## config.mk

```make
export PLATFORM = sky130hd
export DESIGN_NAME = mult_div_unit
export DESIGN_NICKNAME = d
export VERILOG_FILES = /design/src/rtl/mult_div_unit.sv
export SDC_FILE = /design/constraint.sdc
export NUM_CORES = 1
export LEC_CHECK = 0
export CAP_MARGIN = 20
export CORE_MARGIN = 4
export CORE_UTILIZATION = 45
export DETAILED_ROUTE_END_ITERATION = 16
export PLACE_DENSITY = 0.73
export RECOVER_POWER = 25
export SYNTH_ARGS = -nofsm -noshare
export SYNTH_HDL_FRONTEND = slang
export SYNTH_SLANG_ARGS = --single-unit
```

## constraint.sdc

```tcl
create_clock -name clk -period 5.3 [get_ports clk]
set_clock_uncertainty 0.2 [all_clocks]
set_input_delay 0.795 -clock clk [delete_from_list [all_inputs] [get_ports clk]]
set_output_delay 0.795 -clock clk [all_outputs]
set_load 0.05 [all_outputs]
```

## src/rtl/mult_div_unit.sv

```systemverilog
// mult_div_unit: multi-cycle multiply/divide unit holding the architectural
// HI/LO registers. Executes MULT, MULTU, DIV, DIVU (32 iterations each) and
// MTHI/MTLO (single-edge register writes).
//
// Ports:
//   clk    in   1   rising-edge clock
//   reset  in   1   synchronous active-high reset
//   start  in   1   request, sampled only while idle
//   funct  in   6   24 mult, 25 multu, 26 div, 27 divu, 17 mthi, 19 mtlo
//   op1    in  32   rs value (multiplicand / dividend / MTxx source)
//   op2    in  32   rt value (multiplier / divisor)
//   busy   out  1   iterative operation in flight
//   done   out  1   one-cycle pulse, HI/LO hold the new result
//   hi     out 32   HI register
//   lo     out 32   LO register
//
// Optional feature: define MDU_SINGLE_CYCLE_MULT_EN to compute mult/multu with
// a full multiplier (result one edge after acceptance, busy never asserted).
// Divide stays iterative in both builds.

module mult_div_unit #(
    parameter int unsigned ITER_CYCLES = 32
) (
    input  logic        clk,
    input  logic        reset,
    input  logic        start,
    input  logic [5:0]  funct,
    input  logic [31:0] op1,
    input  logic [31:0] op2,
    output logic        busy,
    output logic        done,
    output logic [31:0] hi,
    output logic [31:0] lo
);

    localparam int unsigned CNT_W = 5;
    localparam logic [CNT_W-1:0] CNT_LAST = CNT_W'(ITER_CYCLES - 1);

    localparam logic [5:0] F_MTHI  = 6'd17;
    localparam logic [5:0] F_MTLO  = 6'd19;
    localparam logic [5:0] F_MULT  = 6'd24;
    localparam logic [5:0] F_MULTU = 6'd25;
    localparam logic [5:0] F_DIV   = 6'd26;
    localparam logic [5:0] F_DIVU  = 6'd27;

    typedef enum logic [1:0] {
        S_IDLE,
        S_RUN,
        S_SMUL
    } state_t;

    state_t            state_q, state_d;
    logic [CNT_W-1:0]  cnt_q, cnt_d;
    logic [63:0]       acc_q, acc_d;      // mult: {partial, multiplier}; div: {rem, quotient}
    logic [31:0]       b_q, b_d;          // multiplicand or divisor magnitude
    logic [31:0]       op1_q, op1_d;      // raw dividend for divide-by-zero HI
    logic              is_div_q, is_div_d;
    logic              neg_q, neg_d;      // negate product / quotient
    logic              rem_neg_q, rem_neg_d;
    logic              div0_q, div0_d;
    logic [31:0]       hi_q, hi_d;
    logic [31:0]       lo_q, lo_d;
    logic              busy_q, busy_d;
    logic              done_q, done_d;

    // Operand magnitudes for the signed forms
    logic        signed_op;
    logic [31:0] op1_mag, op2_mag;
    assign signed_op = (funct == F_MULT) || (funct == F_DIV);
    assign op1_mag   = (signed_op && op1[31]) ? (~op1 + 32'd1) : op1;
    assign op2_mag   = (signed_op && op2[31]) ? (~op2 + 32'd1) : op2;

    // One shift-add multiply step: add multiplicand when LSB set, shift right
    logic [32:0] mul_sum;
    logic [63:0] mul_next;
    assign mul_sum  = {1'b0, acc_q[63:32]} + (acc_q[0] ? {1'b0, b_q} : 33'd0);
    assign mul_next = {mul_sum, acc_q[31:1]};

    // One restoring divide step: shift left, keep the subtraction if it fits
    logic [32:0] div_shift, div_trial;
    logic [63:0] div_next;
    assign div_shift = {acc_q[63:32], acc_q[31]};
    assign div_trial = div_shift - {1'b0, b_q};
    assign div_next  = div_trial[32] ? {div_shift[31:0], acc_q[30:0], 1'b0}
                                     : {div_trial[31:0], acc_q[30:0], 1'b1};

    logic [63:0] iter_next;
    assign iter_next = is_div_q ? div_next : mul_next;

    // Sign fix-up of the final iteration's value
    logic [63:0] mul_res;
    logic [31:0] quo_res, rem_res;
    assign mul_res = neg_q     ? (~iter_next + 64'd1)         : iter_next;
    assign quo_res = neg_q     ? (~iter_next[31:0] + 32'd1)   : iter_next[31:0];
    assign rem_res = rem_neg_q ? (~iter_next[63:32] + 32'd1)  : iter_next[63:32];

`ifdef MDU_SINGLE_CYCLE_MULT_EN
    logic [63:0] smul_raw, smul_res;
    assign smul_raw = 64'(op1_mag) * 64'(op2_mag);
    assign smul_res = (signed_op && (op1[31] ^ op2[31])) ? (~smul_raw + 64'd1) : smul_raw;
`endif

    // Next-state and datapath control
    always_comb begin
        state_d   = state_q;
        cnt_d     = cnt_q;
        acc_d     = acc_q;
        b_d       = b_q;
        op1_d     = op1_q;
        is_div_d  = is_div_q;
        neg_d     = neg_q;
        rem_neg_d = rem_neg_q;
        div0_d    = div0_q;
        hi_d      = hi_q;
        lo_d      = lo_q;
        done_d    = 1'b0;

        case (state_q)
            S_IDLE: begin
                if (start) begin
                    case (funct)
                        F_MULT, F_MULTU, F_DIV, F_DIVU: begin
                            is_div_d  = (funct == F_DIV) || (funct == F_DIVU);
                            neg_d     = signed_op && (op1[31] ^ op2[31]);
                            rem_neg_d = signed_op && op1[31];
                            div0_d    = (op2 == 32'd0);
                            op1_d     = op1;
                            cnt_d     = '0;
                            state_d   = S_RUN;
                            if ((funct == F_DIV) || (funct == F_DIVU)) begin
                                acc_d = {32'd0, op1_mag};
                                b_d   = op2_mag;
                            end else begin
`ifdef MDU_SINGLE_CYCLE_MULT_EN
                                acc_d   = smul_res;
                                state_d = S_SMUL;
`else
                                acc_d = {32'd0, op2_mag};
                                b_d   = op1_mag;
`endif
                            end
                        end
                        F_MTHI:  hi_d = op1;
                        F_MTLO:  lo_d = op1;
                        default: ;
                    endcase
                end
            end

            S_RUN: begin
                acc_d = iter_next;
                cnt_d = cnt_q + CNT_W'(1);
                if (cnt_q == CNT_LAST) begin
                    cnt_d   = '0;
                    done_d  = 1'b1;
                    state_d = S_IDLE;
                    if (!is_div_q) begin
                        hi_d = mul_res[63:32];
                        lo_d = mul_res[31:0];
                    end else if (div0_q) begin
                        hi_d = op1_q;
                        lo_d = 32'hFFFF_FFFF;
                    end else begin
                        hi_d = rem_res;
                        lo_d = quo_res;
                    end
                end
            end

            S_SMUL: begin
                // Full-multiplier product was captured on the accepting edge
                hi_d    = acc_q[63:32];
                lo_d    = acc_q[31:0];
                done_d  = 1'b1;
                state_d = S_IDLE;
            end

            default: state_d = S_IDLE;
        endcase

        busy_d = (state_d == S_RUN);
    end

    // State and output registers
    always_ff @(posedge clk) begin
        if (reset) begin
            state_q   <= S_IDLE;
            cnt_q     <= '0;
            acc_q     <= '0;
            b_q       <= '0;
            op1_q     <= '0;
            is_div_q  <= 1'b0;
            neg_q     <= 1'b0;
            rem_neg_q <= 1'b0;
            div0_q    <= 1'b0;
            hi_q      <= '0;
            lo_q      <= '0;
            busy_q    <= 1'b0;
            done_q    <= 1'b0;
        end else begin
            state_q   <= state_d;
            cnt_q     <= cnt_d;
            acc_q     <= acc_d;
            b_q       <= b_d;
            op1_q     <= op1_d;
            is_div_q  <= is_div_d;
            neg_q     <= neg_d;
            rem_neg_q <= rem_neg_d;
            div0_q    <= div0_d;
            hi_q      <= hi_d;
            lo_q      <= lo_d;
            busy_q    <= busy_d;
            done_q    <= done_d;
        end
    end

    assign busy = busy_q;
    assign done = done_q;
    assign hi   = hi_q;
    assign lo   = lo_q;

endmodule

```

==> impl_metrics.py <==
metrics = {
    "synthesis": {
        "ys_ff_latch": 205,
        "ys_types": 104,
        "synth_area_per_cell_um2": 6.95,
        "synth.most_common_cell": "a21oi_1",
        "synth_common_cells": "326 x a21oi_1, 323 x nand2_1, 310 x nor2_1, 205 x dfxtp_1, 161 x clkbuf_1",
        "synth_area_um2": 18900,
        "synth_warnings": 0,
        "synth_area_leader_cell": "dfxtp_1",
        "synthArstFlopShare_pct": 0,
        "synth_top_area_share_pct": 21.7,
        "synth_seq_area_share_pct": 21.7,
        "synth_nets": 2865,
        "yosys-top-cells-area": "dfxtp_1 22%, a21oi_1 8.6%, nand2_1 6.4%, nor2_1 6.2%, ha_1 4.8%",
        "ys.flop_type": "dfxtp_1",
        "syn_inst": 2717,
        "synth-edff-count": 0,
    },
    "clock_tree": {
        "cts-buffers-inserted": 25,
        "clock-sinks": 205,
        "cts.path.max_buffers": 3,
        "cts_tree": "yes",
        "cts-root-buf": "clkbuf_16",
        "cts_max_level": 1,
        "clkTransAtPathRegs_ns": 0.06,
        "clkLatencyLatePin_ns": 0.57,
    },
    "final_layout": {
        "utilization_pct": 55.3,
        "fill_cells": 3995,
        "drive_gt1_share_pct": 11.8,
        "design_area_um2": 22800,
        "layout.nets": 3043,
        "area_growth_pct": 20.6,
        "instances_no_fill": 3446,
    },
    "route": {
        "drtPass1Iterations": 6,
        "via_count": 22600,
        "wl_per_cell_um": 27.0,
        "routed_wl_mm": 92.9,
        "viasPerCell": 6.54,
        "first_iter_violations": 2882,
        "drc_errors": 0,
        "ant_nets": 0,
    },
    "min_path": {
        "hold_class": "reg -> reg",
        "min_from": "op1_q[11]",
    },
    "die": {
        "io_pins": 139,
        "dieArea_um2": 45300,
        "dieHeight_um": 213,
        "fp-row-count": 74,
        "dieWidth_um": 213,
        "core-area_um2": 41200,
        "initial_core_util_pct": 45.9,
    },
    "grt": {
        "grt-ovfl-total": 0,
        "grt_pass1_wl_mm": 135,
        "grt_pass1_vias": 21400,
        "grt_max_degree": 95,
        "grtUsageTotal_pct": 39.2,
        "antenna_found_initial": 2,
    },
    "power_and_ir_drop": {
        "report.power.total_uw": 4520,
        "vdd_drop_max_v": 0.000193,
        "leakage_uw": 0.00894,
        "p_per_area_nw_per_um2": 198,
    },
    "timing": {
        "relSlewSlack_pct": -88.5,
        "slew_viol_final": 29,
        "fmax_mhz": 194,
        "period_share_pct": 97.5,
        "worst_pin_slew_ns": 2.83,
        "fin_crit_ns": 5.17,
        "hold_viol_final": 0,
        "setup_viol": 0,
        "worst_slack_ns": 0.133,
    },
    "placement": {
        "globalplace.congestion": 1.04,
        "pre_cts_ws_ns": -0.0615,
        "post-dp-hpwl_mm": 71.8,
        "dp_cells": 3388,
        "place_area_um2": 21700,
        "portBuffers": 138,
    },
    "critical_path": {
        "required_ns": 5.57,
        "path_class": "reg -> reg",
        "cp_slowest_cell": "or4_4",
        "arrival_ns": 5.44,
        "path_cells": "inv_1 -> ha_1 -> fa_2 -> nand2b_4 -> a2111oi_4 -> o21ai_4 -> o211ai_4 -> a41oi_4 -> buf_12 -> a2111oi_4 -> a311oi_1 -> nand4b_1 -> or4_4 -> o31ai_1 -> xnor2_1 -> a221o_1 -> a211oi_2",
        "slowest_delay_ns": 0.67,
        "endpoint_kind": "flip-flop",
        "cp_common_cell": "a2111oi_4",
        "crit_start": "acc_q[31]",
        "regToRegStartpoint": "acc_q[31]",
        "critical_path.max_fanout": 8,
        "cp-start-kind": "flip-flop",
    },
    "outcome": {
        "outcome": "finished, violations left",
        "violations": "capacitance limit, slew limit",
    },
    "flow_run": {
        "drv_cap": 1,
    },
}
## worst max-delay path, delay by kind of cell (launching register included)
kind,cells,cell delay (ns)
flip-flops,1,0.33
AO/OA/AOI/OAI,9,2.33
buffers and inverters,2,0.29
adder cells (fa/ha/maj),2,0.60
XOR/XNOR,1,0.11
AND/OR/NAND/NOR,3,1.19
## power breakdown
part           internal [µW]  total (µW)  switching [µW]
Sequential              1560        1580            19.1
Clock                   1010        1780             770
Combinational            415        1160             750
## state kept, by name, indices dropped and copies added (netlist names)
signal and flops:
hi 32, div0_q 1, b_q 32, op1_q 32, busy 1, cnt_q 5, rem_neg_q 1, acc_q 64
done 1, is_div_q 1, lo 32, neg_q 1, state_q 2
## cells by family (layout without fill, tap and decap cells)
family          after synthesis  count (layout)  synth area share (%)
xor+xnor                    178             178                  8.25
compound gates              903             903                  31.4
mux                          44              44                  2.38
flops                       205             205                  21.7
buf+inv                     278             472                  5.80
other cells                   0               2                     0
simple gates               1034            1035                  25.4
fa+ha+maj                    75              75                  5.05
## layer usage
| layer | track usage (%) | up-vias | share of wire, % |
|---|---|---|---|
| met2 | 62.2 | 1363 | 44 |
| met4 | 29.8 | 0 | 10 |
| li1 | - | 10200 | - |
| met3 | 8.77 | 407 | 9.1 |
| met1 | 46.0 | 10600 | 37 |
| met5 | 0 | - | 0 |
## area by class of cell
type                    count  area (µm²)  share of cell area [%]
multi-input cells        2235       13900                    61.1
flip-flops and latches    205        4110                    18.0
repair buffers            346        2980                    13.1
clock buffers              32         682                    2.99
well taps                 532         666                    2.92
inverters                  82         308                    1.35
clock inverters            12         123                   0.538
diodes                      2        5.00                  0.0220
## per-stage QoR
stage	setup TNS [ns]	hold WS, ns
after global routing	-0.0773	0.267
after detailed placement	-0.113	0.244
after floorplan	0	0.231
after global placement	0	0.240
after CTS	0	0.252
final	0	0.256
## repair_timing
action                                  in CTS  in global routing
pin swaps                                    0                 14
endpoints found under the setup margin       8                 26
gates resized for setup                      1                 44
hold buffers                                 0                  0
setup buffers                                0                 11
cloned                                       0                  1
## cell usage in the layout, fill, tap and decap left out, types with 79 or more instances in the layout
| cell type | netlist | routed |
|---|---|---|
| a21oi_1 | 326 | 326 |
| buf_4 | 2 | 204 |
| clkdlybuf4s50_1 | 0 | 79 |
| dfxtp_1 | 205 | 202 |
| inv_1 | 80 | 79 |
| nand2_1 | 323 | 323 |
| nor2_1 | 310 | 309 |
| nor3_1 | 100 | 98 |
| o21ai_0 | 158 | 154 |
| xnor2_1 | 90 | 90 |
| xor2_1 | 88 | 88 |
## final timing paths
kind | end | slack (ns) | depth (start not counted)
worst min register to register | op1_q[11] | 0.26 | 2
worst min-delay path | op1_q[11] | 0.26 | 2
worst max register to register | hi[20] | 0.13 | 17
worst max-delay path | hi[20] | 0.13 | 17
(Power assumes the default switching activity.)
